### src/rtl/idli_ex_slice_m_if.sv
// Handshake and slice-data bundle between decode, the execution sequencer
// and the register/predicate files.
interface idli_ex_slice_m_if #(
    parameter int SLICE_W = 4,
    parameter int WORD_W  = 16
);
    localparam int CTR_W = $clog2(WORD_W / SLICE_W);

    logic               i_ex_op_vld;
    logic               o_ex_op_acp;
    logic [1:0]         i_ex_alu_op;
    logic               i_ex_rhs_inv;
    logic               i_ex_cin;
    logic               i_ex_set_flags;
    logic               i_ex_cmp;
    logic [2:0]         i_ex_cond;
    logic               i_ex_stall;
    logic               i_ex_flush;
    logic [SLICE_W-1:0] i_ex_lhs;
    logic [SLICE_W-1:0] i_ex_rhs;
    logic               o_ex_busy;
    logic [CTR_W-1:0]   o_ex_ctr;
    logic [SLICE_W-1:0] o_ex_out;
    logic               o_ex_out_vld;
    logic               o_ex_done;
    logic               o_ex_pred_wr_en;
    logic               o_ex_pred_data;
    logic [3:0]         o_ex_flags;

    modport slave (
        input  i_ex_op_vld, i_ex_alu_op, i_ex_rhs_inv, i_ex_cin, i_ex_set_flags,
               i_ex_cmp, i_ex_cond, i_ex_stall, i_ex_flush, i_ex_lhs, i_ex_rhs,
        output o_ex_op_acp, o_ex_busy, o_ex_ctr, o_ex_out, o_ex_out_vld,
               o_ex_done, o_ex_pred_wr_en, o_ex_pred_data, o_ex_flags
    );

    modport master (
        output i_ex_op_vld, i_ex_alu_op, i_ex_rhs_inv, i_ex_cin, i_ex_set_flags,
               i_ex_cmp, i_ex_cond, i_ex_stall, i_ex_flush, i_ex_lhs, i_ex_rhs,
        input  o_ex_op_acp, o_ex_busy, o_ex_ctr, o_ex_out, o_ex_out_vld,
               o_ex_done, o_ex_pred_wr_en, o_ex_pred_data, o_ex_flags
    );
endinterface

### src/rtl/idli_ex_slice_m.sv
// Bit-serial execution sequencer: one WORD_W-bit ALU op run as WORD_W/SLICE_W
// slices, LSB first, with carry chain, ZNCV accumulation and predicate eval.
//
// state   | meaning
// ST_IDLE | no op in flight, ready to accept
// ST_RUN  | op in flight, o_ex_ctr selects the slice being processed
module idli_ex_slice_m #(
    parameter int SLICE_W = 4,
    parameter int WORD_W  = 16
) (
    input logic            i_ex_gck,
    input logic            i_ex_rst_n,
    idli_ex_slice_m_if.slave ex_if
);
    localparam int CYCLES = WORD_W / SLICE_W;
    localparam int CTR_W  = $clog2(CYCLES);
    localparam logic [CTR_W-1:0] CTR_LAST = CTR_W'(CYCLES - 1);

    typedef enum logic {ST_IDLE, ST_RUN} state_e;

    state_e             state_q, state_d;
    logic [CTR_W-1:0]   ctr_q, ctr_d;
    logic               carry_q, carry_d;
    logic               zacc_q, zacc_d;
    logic [3:0]         flags_q, flags_d;
    logic [1:0]         alu_op_q, alu_op_d;
    logic               rhs_inv_q, rhs_inv_d;
    logic               cin_q, cin_d;
    logic               set_flags_q, set_flags_d;
    logic               cmp_q, cmp_d;
    logic [2:0]         cond_q, cond_d;

    logic               busy, run, last, done, acp, accept;
    logic [SLICE_W-1:0] rhs_eff, out;
    logic [SLICE_W:0]   sum;
    logic               cin_k, is_add, c_msb, c_out, v_out, pred;
    logic [3:0]         flags_new;

    always_comb begin
        rhs_eff   = rhs_inv_q ? ~ex_if.i_ex_rhs : ex_if.i_ex_rhs;
        cin_k     = (ctr_q == '0) ? cin_q : carry_q;
        sum       = {1'b0, ex_if.i_ex_lhs} + {1'b0, rhs_eff} + {{SLICE_W{1'b0}}, cin_k};
        // Carry into the MSB recovered from the MSB sum bit and its operands.
        c_msb     = ex_if.i_ex_lhs[SLICE_W-1] ^ rhs_eff[SLICE_W-1] ^ sum[SLICE_W-1];
        is_add    = (alu_op_q == 2'd0);
        case (alu_op_q)
            2'd0:    out = sum[SLICE_W-1:0];
            2'd1:    out = ex_if.i_ex_lhs & rhs_eff;
            2'd2:    out = ex_if.i_ex_lhs | rhs_eff;
            default: out = ex_if.i_ex_lhs ^ rhs_eff;
        endcase
        c_out     = is_add & sum[SLICE_W];
        v_out     = is_add & (c_msb ^ sum[SLICE_W]);
        flags_new = {zacc_q && (out == '0), out[SLICE_W-1], c_out, v_out};
        case (cond_q)
            3'd0:    pred = flags_new[3];
            3'd1:    pred = !flags_new[3];
            3'd2:    pred = flags_new[2] ^ flags_new[0];
            3'd3:    pred = !(flags_new[2] ^ flags_new[0]);
            3'd4:    pred = !flags_new[1];
            3'd5:    pred = flags_new[1];
            3'd6:    pred = flags_new[2];
            default: pred = 1'b1;
        endcase
    end

    always_comb begin
        busy   = (state_q == ST_RUN);
        run    = busy && !ex_if.i_ex_stall && !ex_if.i_ex_flush;
        last   = (ctr_q == CTR_LAST);
        done   = run && last;
        acp    = (!busy || done) && !ex_if.i_ex_flush;
        accept = ex_if.i_ex_op_vld && acp;
    end

    always_comb begin
        state_d     = state_q;
        ctr_d       = ctr_q;
        carry_d     = carry_q;
        zacc_d      = zacc_q;
        flags_d     = flags_q;
        alu_op_d    = alu_op_q;
        rhs_inv_d   = rhs_inv_q;
        cin_d       = cin_q;
        set_flags_d = set_flags_q;
        cmp_d       = cmp_q;
        cond_d      = cond_q;
        if (run) begin
            carry_d = c_out;
            zacc_d  = flags_new[3];
            ctr_d   = last ? '0 : ctr_q + CTR_W'(1);
            if (last) begin
                state_d = ST_IDLE;
                if (set_flags_q) flags_d = flags_new;
            end
        end
        // An accept on the done edge overrides the return to idle.
        if (ex_if.i_ex_flush) begin
            state_d = ST_IDLE;
            ctr_d   = '0;
        end else if (accept) begin
            state_d     = ST_RUN;
            ctr_d       = '0;
            zacc_d      = 1'b1;
            alu_op_d    = ex_if.i_ex_alu_op;
            rhs_inv_d   = ex_if.i_ex_rhs_inv;
            cin_d       = ex_if.i_ex_cin;
            set_flags_d = ex_if.i_ex_set_flags;
            cmp_d       = ex_if.i_ex_cmp;
            cond_d      = ex_if.i_ex_cond;
        end
    end

    always_ff @(posedge i_ex_gck or negedge i_ex_rst_n) begin
        if (!i_ex_rst_n) begin
            state_q     <= ST_IDLE;
            ctr_q       <= '0;
            carry_q     <= 1'b0;
            zacc_q      <= 1'b1;
            flags_q     <= 4'b1000;
            alu_op_q    <= 2'd0;
            rhs_inv_q   <= 1'b0;
            cin_q       <= 1'b0;
            set_flags_q <= 1'b0;
            cmp_q       <= 1'b0;
            cond_q      <= 3'd0;
        end else begin
            state_q     <= state_d;
            ctr_q       <= ctr_d;
            carry_q     <= carry_d;
            zacc_q      <= zacc_d;
            flags_q     <= flags_d;
            alu_op_q    <= alu_op_d;
            rhs_inv_q   <= rhs_inv_d;
            cin_q       <= cin_d;
            set_flags_q <= set_flags_d;
            cmp_q       <= cmp_d;
            cond_q      <= cond_d;
        end
    end

    assign ex_if.o_ex_op_acp     = acp;
    assign ex_if.o_ex_busy       = busy;
    assign ex_if.o_ex_ctr        = ctr_q;
    assign ex_if.o_ex_out        = out;
    assign ex_if.o_ex_out_vld    = run;
    assign ex_if.o_ex_done       = done;
    assign ex_if.o_ex_pred_wr_en = done && cmp_q;
    assign ex_if.o_ex_pred_data  = pred;
    assign ex_if.o_ex_flags      = flags_q;
endmodule

### src/flat_wrapper.sv
// flat-port wrapper written by rule: the top's interface ports become plain ports
module idli_ex_slice_m_flat 
#(
    parameter int SLICE_W = 4,
    parameter int WORD_W  = 16
)
  (i_ex_gck, i_ex_rst_n, ex_if_i_ex_op_vld, ex_if_i_ex_alu_op, ex_if_i_ex_rhs_inv, ex_if_i_ex_cin, ex_if_i_ex_set_flags, ex_if_i_ex_cmp, ex_if_i_ex_cond, ex_if_i_ex_stall, ex_if_i_ex_flush, ex_if_i_ex_lhs, ex_if_i_ex_rhs, ex_if_o_ex_op_acp, ex_if_o_ex_busy, ex_if_o_ex_ctr, ex_if_o_ex_out, ex_if_o_ex_out_vld, ex_if_o_ex_done, ex_if_o_ex_pred_wr_en, ex_if_o_ex_pred_data, ex_if_o_ex_flags);
  idli_ex_slice_m_if #(.SLICE_W(SLICE_W), .WORD_W(WORD_W)) ex_if_i ();
  input logic i_ex_gck;
  input logic i_ex_rst_n;
  input wire logic [$bits(ex_if_i.i_ex_op_vld)-1:0] ex_if_i_ex_op_vld;
  input wire logic [$bits(ex_if_i.i_ex_alu_op)-1:0] ex_if_i_ex_alu_op;
  input wire logic [$bits(ex_if_i.i_ex_rhs_inv)-1:0] ex_if_i_ex_rhs_inv;
  input wire logic [$bits(ex_if_i.i_ex_cin)-1:0] ex_if_i_ex_cin;
  input wire logic [$bits(ex_if_i.i_ex_set_flags)-1:0] ex_if_i_ex_set_flags;
  input wire logic [$bits(ex_if_i.i_ex_cmp)-1:0] ex_if_i_ex_cmp;
  input wire logic [$bits(ex_if_i.i_ex_cond)-1:0] ex_if_i_ex_cond;
  input wire logic [$bits(ex_if_i.i_ex_stall)-1:0] ex_if_i_ex_stall;
  input wire logic [$bits(ex_if_i.i_ex_flush)-1:0] ex_if_i_ex_flush;
  input wire logic [$bits(ex_if_i.i_ex_lhs)-1:0] ex_if_i_ex_lhs;
  input wire logic [$bits(ex_if_i.i_ex_rhs)-1:0] ex_if_i_ex_rhs;
  output wire logic [$bits(ex_if_i.o_ex_op_acp)-1:0] ex_if_o_ex_op_acp;
  output wire logic [$bits(ex_if_i.o_ex_busy)-1:0] ex_if_o_ex_busy;
  output wire logic [$bits(ex_if_i.o_ex_ctr)-1:0] ex_if_o_ex_ctr;
  output wire logic [$bits(ex_if_i.o_ex_out)-1:0] ex_if_o_ex_out;
  output wire logic [$bits(ex_if_i.o_ex_out_vld)-1:0] ex_if_o_ex_out_vld;
  output wire logic [$bits(ex_if_i.o_ex_done)-1:0] ex_if_o_ex_done;
  output wire logic [$bits(ex_if_i.o_ex_pred_wr_en)-1:0] ex_if_o_ex_pred_wr_en;
  output wire logic [$bits(ex_if_i.o_ex_pred_data)-1:0] ex_if_o_ex_pred_data;
  output wire logic [$bits(ex_if_i.o_ex_flags)-1:0] ex_if_o_ex_flags;
  assign ex_if_i.i_ex_op_vld = ex_if_i_ex_op_vld;
  assign ex_if_i.i_ex_alu_op = ex_if_i_ex_alu_op;
  assign ex_if_i.i_ex_rhs_inv = ex_if_i_ex_rhs_inv;
  assign ex_if_i.i_ex_cin = ex_if_i_ex_cin;
  assign ex_if_i.i_ex_set_flags = ex_if_i_ex_set_flags;
  assign ex_if_i.i_ex_cmp = ex_if_i_ex_cmp;
  assign ex_if_i.i_ex_cond = ex_if_i_ex_cond;
  assign ex_if_i.i_ex_stall = ex_if_i_ex_stall;
  assign ex_if_i.i_ex_flush = ex_if_i_ex_flush;
  assign ex_if_i.i_ex_lhs = ex_if_i_ex_lhs;
  assign ex_if_i.i_ex_rhs = ex_if_i_ex_rhs;
  assign ex_if_o_ex_op_acp = ex_if_i.o_ex_op_acp;
  assign ex_if_o_ex_busy = ex_if_i.o_ex_busy;
  assign ex_if_o_ex_ctr = ex_if_i.o_ex_ctr;
  assign ex_if_o_ex_out = ex_if_i.o_ex_out;
  assign ex_if_o_ex_out_vld = ex_if_i.o_ex_out_vld;
  assign ex_if_o_ex_done = ex_if_i.o_ex_done;
  assign ex_if_o_ex_pred_wr_en = ex_if_i.o_ex_pred_wr_en;
  assign ex_if_o_ex_pred_data = ex_if_i.o_ex_pred_data;
  assign ex_if_o_ex_flags = ex_if_i.o_ex_flags;
  idli_ex_slice_m #(.SLICE_W(SLICE_W), .WORD_W(WORD_W)) u_core (.i_ex_gck(i_ex_gck), .i_ex_rst_n(i_ex_rst_n), .ex_if(ex_if_i));
endmodule
### config.mk
export PLATFORM = sky130hd
export DESIGN_NAME = idli_ex_slice_m_flat
export DESIGN_NICKNAME = d
export VERILOG_FILES = /design/src/rtl/idli_ex_slice_m_if.sv /design/src/rtl/idli_ex_slice_m.sv /design/src/flat_wrapper.sv
export SDC_FILE = /design/constraint.sdc
export NUM_CORES = 1
export LEC_CHECK = 0
export ABC_AREA = 1
export CORE_AREA = 2 2 84 46
export CTS_CLUSTER_SIZE = 25
export DETAILED_ROUTE_END_ITERATION = 12
export DIE_AREA = 0 0 86 48
export PLACE_DENSITY = 0.74
export SLEW_MARGIN = 5
export SYNTH_ARGS = -nofsm -noshare
export SYNTH_HDL_FRONTEND = slang
export SYNTH_SLANG_ARGS = --single-unit
### constraint.sdc
create_clock -name i_ex_gck -period 3.1 [get_ports i_ex_gck]
set_input_delay 0.775 -clock i_ex_gck [delete_from_list [all_inputs] [get_ports i_ex_gck]]
set_output_delay 0.775 -clock i_ex_gck [all_outputs]
set_load 0.02 [all_outputs]
==> results of run 1 <==
## through the flow
stage	hold WS [ns]	utilization	TNS (ns)	cell area (sq um)
global placement	0.4528	0.6181	-4.882	2053
floorplan	0.4364	-	-0.1698	1473
CTS	0.4810	0.6637	-1.436	2205
detailed placement	0.4589	0.6181	-4.954	2053
finish	0.4770	0.7028	-1.698	2335
global route	0.5033	0.7028	-2.097	2335
## critical path, delay by kind of cell
family	cells	cell delay, ns
xor gates and xnor gates	1	0.14
and+or+nand+nor	9	0.87
adders and majority gates	2	0.78
buffers and inverters	5	0.40
## metal layers
layer,routed length (um),up-vias,track usage,share of wire
met5,0,-,0,0
met4,54,0,0.02857,0.013
met3,392,8,0.05172,0.093
met2,1880,71,0.2961,0.45
met1,1894,719,0.2953,0.45
li1,-,765,-,-
## layout make-up
class                      count  area [sq um]  share of cell area
tap                           42         52.55             0.02251
sequential                    18         454.2              0.1945
clock buffer                   4         55.05             0.02358
multi-input combinational    141          1005              0.4303
inverter                      39         146.4             0.06270
timing repair buffer          69         621.8              0.2663
## state kept, by name, summed over array words and instances (netlist names)
name                     count
u_core.ex_if.o_ex_ctr        2
u_core.cond_q                3
u_core.zacc_q                1
u_core.cmp_q                 1
u_core.ex_if.o_ex_flags      4
u_core.cin_q                 1
u_core.rhs_inv_q             1
u_core.alu_op_q              2
u_core.set_flags_q           1
u_core.ex_if.o_ex_busy       1
u_core.carry_q               1
## power by group
| part | internal [mW] | total, mW | switching [mW] | leakage [nW] |
|---|---|---|---|---|
| clock network | 0.113 | 0.197 | 0.0845 | 0.0288 |
| registers | 0.268 | 0.299 | 0.0309 | 0.226 |
| logic | 0.354 | 0.738 | 0.384 | 0.930 |
## repair_timing
item	4_1_cts	5_1_grt
hold buffers	0	0
endpoints found under the setup margin	5	5
pin swaps	8	6
buffers inserted	4	5
resized for setup	44	30
## worst paths after layout
| kind | from | end | slack, ns | cells after the start |
|---|---|---|---|---|
| setup / recovery | ex_if_i_ex_rhs[0] | ex_if_o_ex_pred_data | -0.64 | 17 |
| hold / removal | u_core.ex_if.o_ex_flags[3] | u_core.ex_if.o_ex_flags[3] | 0.48 | 2 |
| setup reg to reg | u_core.ex_if.o_ex_ctr[0] | u_core.ex_if.o_ex_flags[3] | 0.58 | 14 |
| hold reg to reg | u_core.ex_if.o_ex_flags[3] | u_core.ex_if.o_ex_flags[3] | 0.48 | 2 |
| max in group asynchronous | i_ex_rst_n | u_core.ex_if.o_ex_ctr[0] | 1.57 | 1 |
| min in group asynchronous | i_ex_rst_n | u_core.ex_if.o_ex_flags[0] | 0.98 | 1 |
## cell usage in the layout, fill, tap and decap left out, types with 2 or more instances in the layout
cell / instances
dfrtp_1: 15
dfstp_2: 2
nor3_1: 3
ha_1: 5
xnor2_2: 3
fa_2: 2
nand2_2: 5
buf_6: 6
dlymetal6s2s_1: 3
buf_4: 31
ha_4: 4
nand3b_1: 2
clkbuf_8: 4
inv_2: 11
o21ai_0: 8
nor2_4: 3
o21ai_1: 3
nand3_2: 9
clkdlybuf4s50_1: 27
nand2_1: 47
a21oi_1: 3
nand3_1: 14
nor2_1: 13
inv_1: 28
nor2_2: 5
## kinds of logic after synthesis
kind of cell,after synthesis,share of synthesized area
AO/OA/AOI/OAI,18,0.06999
buffers and inverters,42,0.1181
adder cells (fa/ha/maj),12,0.1155
flip-flops,18,0.3167
XOR/XNOR,4,0.02449
multiplexers,1,0.007873
AND/OR/NAND/NOR,106,0.3473
## synth_stat cells, drive strengths merged
cell     count  share of area
nand3b       2          0.010
nand3       24          0.087
nor3         4          0.022
a21oi        4          0.014
clkbuf       1         0.0026
dfrtp       16           0.28
nand2       53           0.14
mux2         1         0.0079
nor2        21          0.074
inv         39           0.10
buf          2          0.013
ha          10          0.087
xnor2        4          0.024
fa           2          0.028
o21ai       12          0.045
or2          1         0.0044
dfstp        2          0.037
nand4        1         0.0044
o2111ai      1         0.0061
o21a         1         0.0053
==> reports/summary.md, run 1 <==
Fill cells in the final layout number 258. Total of flip-flops plus latches after synthesis: 18. TritonCTS built the clock tree. For this run, design rule violations remaining after detail routing come to 0. The relative slew slack was 0.4614.

Before CTS, the worst setup slack after placement is -1.297 ns. Summing every instance area after synthesis gives 1430 sq um. The critical path capture point type is a primary output. Via count of the first global-routing pass: 1294. For this run, the top clock speed supported by timing is 0.2675 GHz. In this run the clock root is driven by a clkbuf_8.

Of all nets on the critical path, the largest fanout is 3. The reported max-cap violation count is 0. Pin placement for this block handled 38 I/O pins. The analysis attributes to cell leakage a power of 1.185 nW. Setup repair after global routing could not meet its margin everywhere.

The startpoint class of the critical path was an input pin. The clock buffer count from CTS is 3. Power comes to 1.234 mW.

The class of the tightest hold or removal check is register to register. The final period utilization is 1.206, and the endpoint required time on the critical path is 2.32 ns. Wire length per cell after detailed routing: 13.49 um. The critical path is of the input pin to primary output type. Setup violations remaining at the end of the flow were counted as 4. From bottom edge to top edge, the die measures 48 um. The clock latency on the worst-skew pair came out at 0.26 ns.

The ratio of cells with drive above 1 in the final layout is 0.3542, and the final antenna-violating net count is 0. The die covers 4128 sq um. Between clock sinks in the finished design, the worst skew comes to 0.001626 ns.

The ratio of total power to cell area was 528.5 nW/um^2. In the final design database the tool counted 306 nets. The logs give 96 for the number of design-rule violations left by the first detailed-router iteration and 4.222 mm for the overall routed net length. The number of sinks driven by the clock tree is 18. Cell type of the slowest stage on the worst timing path: fa_2. The last weighted congestion value of the routability-driven placer came out at 0.9644. The clock transition at the registers of the reported paths was 0.07 ns; the mean instance size in the synthesized netlist was 7.115 sq um. The average vias per placed instance is 4.994, and the synthesized instance count is 201. The run gives 0.4305 as the initial core utilization. Across the VDD grid, the largest voltage drop is 282.2 uV.

The final cell count without fillers came out at 313. The wire length of the first global-routing pass was 6.099 mm; the count of distinct cell types in the synthesized netlist was 29. The relative area change from synthesis to final layout was 63.25%; the overall overflow remaining after global route was 0. The tools report the clock tree buffer depth as 2.

The HPWL after detailed placement is 3.048 mm. Counting every net in the synthesized netlist gives 235. The flow ran to the end, but the final reports show violations. For the number of placement rows, the log shows 15. The via count is 1563.

The run gives 301 as the number of cells after detailed placement. The final hold violation count is 0. The minimum clock period came out at 3.738 ns. The critical path goes through buf_2, xnor2_4, inv_2, fa_2, inv_2, fa_2, inv_2, nand2_2, nand3_2, nor2_2, nand3_2, nor2_2, nand3_1, nand2_1, nor2_2, nand2_2, buf_6.

Sequential fraction of the synthesis area: 0.3167. Number of inserted diodes: 0. The overall routing resource usage was 0.1982; the floorplan die width was 86 um. Data on the critical path arrives at its endpoint at 2.96 ns. The number of antenna violations at the first check in global routing is 0.

At the pin with the least slew margin, the transition time is 0.8054 ns. In this run the standard cell core region covers 3322 sq um. The tools report the slack of the critical path as -0.6381 ns.

Yosys printed 0 warnings. The first detailed-routing pass took 4 iterations. The number of slew-limit violations in the final report came out at 0. The biggest cell delay along the critical path is 0.56 ns, and the number of buffers inserted by port buffering is 37. Entering global routing, the biggest net connects 19 pins.

The number of H-tree branching levels is 1. The checks that failed: negative setup slack.
Note: power is estimated with default switching activity, not from simulation.
==> run 2: changes to the inputs <==
--- a/config.mk
+++ b/config.mk
@@ -6,11 +6,11 @@
 export NUM_CORES = 1
 export LEC_CHECK = 0
 export ABC_AREA = 1
-export CORE_AREA = 2 2 84 46
+export CORE_AREA = 2 2 78 43
 export CTS_CLUSTER_SIZE = 25
 export DETAILED_ROUTE_END_ITERATION = 12
-export DIE_AREA = 0 0 86 48
-export PLACE_DENSITY = 0.74
+export DIE_AREA = 0 0 80 45
+export PLACE_DENSITY = 0.81
 export SLEW_MARGIN = 5
 export SYNTH_ARGS = -nofsm -noshare
 export SYNTH_HDL_FRONTEND = slang
==> constraint.sdc (replaced) <==
create_clock -name i_ex_gck -period 4.4 [get_ports i_ex_gck]
set_input_delay 1.1 -clock i_ex_gck [delete_from_list [all_inputs] [get_ports i_ex_gck]]
set_output_delay 1.1 -clock i_ex_gck [all_outputs]
set_load 0.02 [all_outputs]
==> reports/summary.md, run 2 (synthesis gave the netlist of run 1 again) <==
The ratio of total power to cell area is 364.2 nW/um^2 (-31%), and the endpoint required time on the critical path is 3.30 ns (+0.98 ns). Via count of the first global-routing pass: 1323 (+2.2%). The ratio of cells with drive above 1 in the final layout was 0.2157 (-0.1386). Relative to the synthesized area, the layout overhead comes to 45.67%.

The total iterations of the first detailed-routing run was 4 (unchanged). For the I/O pin count, the log shows 38 (unchanged). The tools report the data arrival time of the worst path as 3.21 ns (+0.25 ns). The largest vdd supply drop was 199.1 uV (-29%); the reported max-cap violation count was 0 (unchanged). For the fraction of power consumed by sequential logic, the log shows 0.283 (+0.041). For the number of buffers added to fix hold violations after cts, the log shows 0 (unchanged). The overall routing resource usage is 0.2239 (+0.02573), and the last weighted congestion value of the routability-driven placer is 0.9162 (-5.0%). The tools report the final HPWL from detailed placement as 2.928 mm (-4.0%). The tools report the number of fill cells in the layout as 235 (-8.9%). The final hold slack was 0.4805 ns (+0.003495 ns). The run finished with clean final reports.

The number of placement rows came out at 14 (-1). The layout net count was 290 (-5.2%). The number of slew-limit violations in the final report is 0 (unchanged).

The critical path capture point type was a primary output. The critical path class was input pin to primary output. The floorplan die width was 80 um (-7.0%). The DRC violation count after routing is 0 (unchanged). The wire length per cell after detailed routing was 13.04 um (-3.3%).

The wire length of the first global-routing pass came out at 6.003 mm (-1.6%). The total leakage power is 1.077 nW (-9.1%). TritonCTS built the clock tree. The logs give 0.26 ns (about the same) for the clock latency on the worst-skew pair and 1933 sq um (-5.9%) for the cell area after placement. The height of the die is 45 um (-6.3%), and the pin count of the biggest net entering global routing is 19 (unchanged). The minimum setup slack among reg-to-reg paths came out at 1.83 ns (+1.25 ns).

The clock tree buffer depth is 2 (unchanged). For the number of antenna violations at the first check in global routing, the log shows 0 (unchanged). The average vias per placed instance came out at 5.020 (+0.54%). Switching power summed over all nets: 0.3146 mW (-37%).

The final period utilization was 0.9791; the number of design-rule violations left by the first detailed-router iteration was 111 (+16%). Static timing analysis puts the maximum clock frequency at 0.2321 GHz. The final antenna-violating net count was 0 (unchanged); the relative slew slack was 0.4743 (+0.01288). Leaving out fill and tap cells, the most frequent cells in the layout are nand2_1, inv_1, clkdlybuf4s50_1, nand3_1. The overall routed net length was 3.848 mm (-8.9%).

STA classifies the critical path startpoint as an input pin. The highest net fanout along the worst path was 3 (unchanged). The logs give 0 (unchanged) for the final hold violation count and 0.4978 (+0.06731) for the initial core utilization. The count of final setup violators is 0 (-4), and the number of buffers inserted by port buffering is 37 (unchanged).

The number of sinks driven by the clock tree was 18 (unchanged). Via count: 1481 (-5.2%). The tools report the clock tree skew after final layout as 0.007750 ns (+0.006124 ns).

The clock buffer count from CTS came out at 3 (unchanged). Number of inserted diodes: 0 (unchanged). The logs give 1 (unchanged) for the number of H-tree branching levels and 2083 sq um (-11%) for the cell area after layout.

The clock transition at the registers of the reported paths is 0.07 ns (about the same). The slack of the critical path came out at 0.09216 ns (+0.7303 ns). The logic gate share of total power was 0.534 (-0.064); the placeable core area was 2873 sq um (-14%). The overall overflow remaining after global route is 0 (unchanged), and the setup TNS after final layout is 0 ns (+1.698 ns). The number of flip-flops in the largest register is 4 (unchanged).

Root buffer cell: clkbuf_8. The total chip power was 0.7586 mW (-39%). The placement-stage worst setup slack is -0.7249 ns (+0.5723 ns), and the switching power as a share of total power is 0.4147 (+0.01035). The most common cell after layout, fill and taps aside was nand2_1. The minimum clock period is 4.308 ns.

The transition time at the pin with the least slew margin was 0.7861 ns (-0.01926 ns). The power share of the clock group is 0.182 (+0.022), and the internal power of the cells is 0.4440 mW (-40%). The full die area was 3600 sq um (-13%). The class of the tightest hold or removal check is register to register.
==> run 2: cell types whose count changed in the layout (fill, tap and decap cells not counted), moves of 5 or more <==
cell / delta
buf_4: -15
buf_6: -5
inv_1: +5
inv_2: -5
nand3_1: +5
nand3_2: -5
==> run 2: worst max-delay path: stages <==
cell	delay, ns
dlymetal6s2s_1	0.14
xnor2_2	0.15
inv_2	0.09
fa_2	0.22
inv_2	0.04
fa_2	0.50
inv_1	0.04
nand2_1	0.06
nand3_2	0.07
nor2_2	0.12
nand3_2	0.12
nor2_4	0.16
nand3_2	0.08
nand2_1	0.06
nor2_1	0.04
nand2_1	0.08
buf_6	0.12
==> run 2: power by group through the flow <==
stage | Combinational [mW] | Sequential (mW) | Clock [mW]
5_1_grt | 0.443 | 0.217 | 0.147
4_1_cts | 0.365 | 0.211 | 0.140
3_3_place_gp | 0.358 | 0.213 | 0
3_5_place_dp | 0.368 | 0.214 | 0
2_1_floorplan | 0.222 | 0.207 | 0
6_report | 0.405 | 0.215 | 0.138
==> run 2: area by class of cell <==
type                    count  area [sq um]  area share
clock buffers               4         55.05     0.02643
repair buffers             53         491.7      0.2360
inverters                  39         146.4     0.07027
multi-input cells         141         887.1      0.4258
flip-flops and latches     18         452.9      0.2174
well taps                  40         50.05     0.02402
==> run 2: routing by layer <==
layer / part of all wire / vias up / global-route usage
met3: 0.060 / 7 / 0.06400
met1: 0.49 / 677 / 0.3304
li1: - / 734 / -
met4: 0.014 / 0 / 0.05424
met5: 0 / - / 0
met2: 0.44 / 63 / 0.3267
==> run 2: worst paths after layout <==
path / startpoint / end / cells past startpoint
setup / recovery: ex_if_i_ex_rhs[0] / ex_if_o_ex_pred_data / 17
hold / removal: u_core.ex_if.o_ex_flags[3] / u_core.ex_if.o_ex_flags[3] / 2
setup reg to reg: u_core.ex_if.o_ex_ctr[0] / u_core.ex_if.o_ex_flags[3] / 14
hold reg to reg: u_core.ex_if.o_ex_flags[3] / u_core.ex_if.o_ex_flags[3] / 2
max in group asynchronous: i_ex_rst_n / u_core.alu_op_q[0] / 1
min in group asynchronous: i_ex_rst_n / u_core.ex_if.o_ex_flags[0] / 1
==> run 2: timing repair <==
| item | 4_1_cts | 5_1_grt |
|---|---|---|
| resized for setup | 17 | 19 |
| pin swaps | 4 | 9 |
| setup buffers | 1 | 1 |
| setup endpoints to repair | 5 | 4 |
| gates cloned | 0 | 0 |
==> run 2: stage by stage <==
stage                 util  cells
detailed placement  0.6729    289
finish              0.7252    295
floorplan                -    201
CTS                 0.6943    294
global placement    0.6729    289
global route        0.7252    295
==> run 3: changes to the inputs <==
--- a/config.mk
+++ b/config.mk
@@ -5,12 +5,11 @@
 export SDC_FILE = /design/constraint.sdc
 export NUM_CORES = 1
 export LEC_CHECK = 0
-export ABC_AREA = 1
-export CORE_AREA = 2 2 78 43
+export CORE_AREA = 10 10 62 64
 export CTS_CLUSTER_SIZE = 25
 export DETAILED_ROUTE_END_ITERATION = 12
-export DIE_AREA = 0 0 80 45
-export PLACE_DENSITY = 0.81
+export DIE_AREA = 0 0 72 74
+export PLACE_DENSITY = 0.83
 export SLEW_MARGIN = 5
 export SYNTH_ARGS = -nofsm -noshare
 export SYNTH_HDL_FRONTEND = slang
==> reports/summary.md, run 3 <==
The total of flip-flops plus latches after synthesis is 18 (unchanged). The run gives 0.29 ns (+0.03 ns) as the clock latency on the worst-skew pair. The commonest cells after synthesis are dfrtp_1, inv_1, mux2_2.

The tightest min-delay check is of the register to register type. Full die area: 5328 sq um (+48%). The run gives 0.2762 mW (-12%) as the switching power summed over all nets. The final antenna-violating net count is 0 (unchanged), and the sequential fraction of the synthesis area is 0.3448 (+0.02805).

The via count was 1108 (-25%); the number of fill cells in the layout was 203 (-14%). The clock tree skew after final layout is 0.008326 ns (+0.0005766 ns), and the net count of the mapped netlist is 162 (-31%). The biggest cell delay along the critical path was 0.53 ns (+0.03 ns).

The mean instance size in the synthesized netlist was 10.26 sq um (+44%). The met2 routing resource usage after global routing is 0.2392 (-0.08745), and the total chip power is 0.7362 mW (-3.0%). The floorplan die width is 72 um (-10%), and the overall routed net length is 3.329 mm (-13%).

dfrtp_1 takes more of the synthesized area than any other cell. The run gives 346.8 uV (+74%) as the largest vdd supply drop. The last weighted congestion value of the routability-driven placer is 0.8506 (-7.2%). The via count of the first global-routing pass was 1208 (-8.7%); the count of distinct cell types in the synthesized netlist was 38 (+31%).

The worst hold path begins at u_core.ex_if.o_ex_flags[2]. The tools report the number of slew-limit violations in the final report as 0 (unchanged). The slowest stage of the critical path is the fa_2 cell.

The fraction of power consumed by sequential logic was 0.306 (+0.023); the relative area change from synthesis to final layout was 49.24%. For the final hold violation count, the log shows 0 (unchanged). By area the synthesized netlist is led by dfrtp_1, mux2_2, ha_1. For the logic gate share of total power, the log shows 0.584 (+0.050). Clock transition at the registers of the reported paths: 0.10 ns (+0.03 ns).

The worst setup path is captured at a primary output. For the relative slew slack, the log shows 0.4648 (-0.009495). The length in cells of the worst reg-to-reg path is 12 (-2). The number of antenna violations at the first check in global routing came out at 0 (unchanged). Startpoint class of the critical path: an input pin.

The total leakage power is 0.9031 nW (-16%). The number of flip-flops in the largest register works out to 4 (unchanged). The number of sinks driven by the clock tree was 18 (unchanged); the height of the die was 74 um (+64%). The power share of the clock group is 0.110 (-0.072), and the placeable core area is 2663 sq um (-7.3%). The initial core utilization was 0.4934 (-0.004401); the number of enable-type register cells in the synthesized netlist was 0 (unchanged). The minimum clock period works out to 4.618 ns (+0.3099 ns). The number of inserted diodes came out at 0 (unchanged). For the number of H-tree branching levels, the log shows 1 (unchanged). The run gives 19 (unchanged) as the pin count of the biggest net entering global routing. Among cell families on the critical path, the largest total delay comes from adder cells. The run gives 60 (-46%) as the number of design-rule violations left by the first detailed-router iteration. The overall overflow remaining after global route was 0 (unchanged); the transition time at the pin with the least slew margin was 0.8003 ns (+0.01420 ns). The tools report the source of the worst register-to-register timing path as u_core.ex_if.o_ex_ctr[1].

Achievable clock frequency: 0.2166 GHz (-6.7%). The tools report the overall routing resource usage as 0.1262 (-0.09774). Layout net count: 216 (-26%). Number of placement rows: 19 (+5). The endpoint identified for the worst register-to-register timing path is u_core.zacc_q.

The final period utilization works out to 1.049 (+0.07044). The worst-case hold path end point was u_core.ex_if.o_ex_flags[2]. The met3 global-route usage was 0.04654 (-0.01746). Setup repair after global routing could not meet its margin everywhere.

The worst hold path depth is 2 (unchanged), and the data arrival time of the worst path is 3.52 ns (+0.31 ns). The highest-utilization routing layer at the global route stage is met2. The root buffer cell is clkbuf_4.

The average vias per placed instance was 5.251 (+4.6%). The checks that failed: negative setup slack. The synthesized instance count is 128 (-36%).

The worst setup path is of the input pin to primary output kind. The met1 usage came out at 0.1277 (-0.2026). The flow ran to the end, but the final reports show violations.

The wire length of the first global-routing pass is 5.437 mm (-9.4%), and the reported max-cap violation count is 0 (unchanged). The number of buffers inserted by port buffering works out to 37 (unchanged). For the minimum setup slack among reg-to-reg paths, the log shows 1.63 ns (-0.20 ns). The ratio of cells with drive above 1 in the final layout was 0.3611 (+0.1454); the final HPWL from detailed placement was 2.549 mm (-13%). The most common cell after layout, fill and taps aside is clkdlybuf4s50_1. The ratio of total power to cell area works out to 375.5 nW/um^2 (+3.1%). For the number of cells after detailed placement, the log shows 204 (-29%).

The switching power as a share of total power is 0.3752 (-0.03952). The run gives 0.4600 mW (+3.6%) as the internal power of the cells. The fraction of synthesis flops using an asynchronous set or reset pin came out at 1.000 (unchanged).

For the total iterations of the first detailed-routing run, the log shows 4 (unchanged). The Yosys warning count was 0 (unchanged); the area share of the largest cell type after synthesis was 0.3048 (+0.02480). The run gives 1805 sq um (-6.6%) as the cell area after placement. The clock buffer count from CTS was 3 (unchanged); the I/O pin count was 38 (unchanged). The final cell count without fillers was 211 (-28%). TritonCTS built the clock tree. The clock tree buffer depth is 2 (unchanged), and the count of final setup violators is 1 (+1). The tools report the cell area after technology mapping as 1314 sq um (-8.1%). The DRC violation count after routing is 0 (unchanged), and the endpoint required time on the critical path is 3.30 ns (about the same). The wire length per cell after detailed routing works out to 15.78 um (+21%). The run gives -0.2178 ns (-0.3099 ns) as the slack of the critical path. The library cells used most frequently in the layout, excluding fill and tap cells, are clkdlybuf4s50_1, buf_4, dfrtp_1, mux2_2, inv_1.

The tools report the cell area after layout as 1961 sq um (-5.9%). The highest net fanout along the worst path works out to 2 (-1). The signal on the critical path passes through buf_8, xor2_4, fa_2, inv_2, fa_2, inv_2, mux4_2, nor3_2, and3_4, xor2_1, a221o_1, buf_6. For this run, the leading register cell type out of synthesis is dfrtp_1. The number of buffer and inverter stages on the critical path is 4 (-1).
[run 3: cell count changes in the layout (fill, tap and decap cells not counted), sizes merged, moves of 9 or more]
cell | previous run | this run
nand2 | 53 | 4
inv | 39 | 17
nand3 | 24 | 2
mux2 | 1 | 14
nor2 | 21 | 9
o21ai | 12 | 3
[run 3: cell type report]
cell class,count,area (sq um),share of cell area
sequential,18,452.9,0.2310
inverter,17,63.81,0.03255
timing repair buffer,55,503.0,0.2565
tap,31,38.79,0.01978
multi-input combinational,87,879.6,0.4486
clock buffer,3,22.52,0.01149
[run 3: how the worst max path moves through the flow]
stage	startpoint	endpoint	slack, ns	cells past startpoint
final	ex_if_i_ex_rhs[0]	ex_if_o_ex_pred_data	-0.22	12
after detailed placement	ex_if_i_ex_rhs[0]	ex_if_o_ex_pred_data	-1.04	13
after floorplan	ex_if_i_ex_rhs[0]	ex_if_o_ex_pred_data	-0.04	10
after CTS	ex_if_i_ex_rhs[0]	ex_if_o_ex_pred_data	-0.23	12
after global placement	ex_if_i_ex_rhs[0]	ex_if_o_ex_pred_data	-0.96	13
after global routing	ex_if_i_ex_rhs[3]	ex_if_o_ex_pred_data	-0.33	13
[run 3: cell families after synthesis]
kind of cell / after synthesis / share of synthesized area
simple gates: 33 / 0.1314
buf+inv: 23 / 0.07143
flops: 18 / 0.3448
mux: 17 / 0.1648
compound gates: 16 / 0.1019
fa+ha+maj: 12 / 0.1257
xor+xnor: 9 / 0.06000
[run 3: repair_timing]
action	CTS	global route
hold buffers	0	0
resized for setup	34	7
pin swaps	12	5
setup endpoints to repair	5	3
buffers inserted	3	1
[run 3: power groups by stage]
| stage | Sequential [mW] | Combinational, mW | Clock (mW) |
|---|---|---|---|
| after floorplan | 0.204 | 0.240 | 0 |
| after CTS | 0.223 | 0.412 | 0.0830 |
| after global routing | 0.230 | 0.464 | 0.0923 |
| after global placement | 0.222 | 0.357 | 0 |
| after detailed placement | 0.224 | 0.372 | 0 |
| final | 0.226 | 0.430 | 0.0807 |
[run 3: per-layer routing]
layer	wire length, um	vias to the layer above
li1	-	536
met1	1285	540
met2	1832	26
met3	163	6
met4	47	0
met5	0	-
[run 3: per-stage QoR]
| step | hold slack [ns] | setup TNS, ns | setup WS (ns) | utilization |
|---|---|---|---|---|
| after floorplan | 0.4726 | -0.04471 | -0.04471 | - |
| after global placement | 0.4660 | -2.191 | -0.9647 | 0.6781 |
| after detailed placement | 0.4931 | -2.551 | -1.044 | 0.6781 |
| after CTS | 0.5155 | -0.2335 | -0.2335 | 0.7213 |
| after global routing | 0.5400 | -0.3316 | -0.3316 | 0.7364 |
| final | 0.5127 | -0.2178 | -0.2178 | 0.7364 |
[run 3: worst register-to-register path: cells and delay by family (launching register included)]
family	cells	cell delay, ns
multiplexers	2	0.59
adder cells (fa/ha/maj)	3	0.93
flip-flops	1	0.39
buffers and inverters	4	0.32
AO/OA/AOI/OAI	1	0.26
AND/OR/NAND/NOR	2	0.22
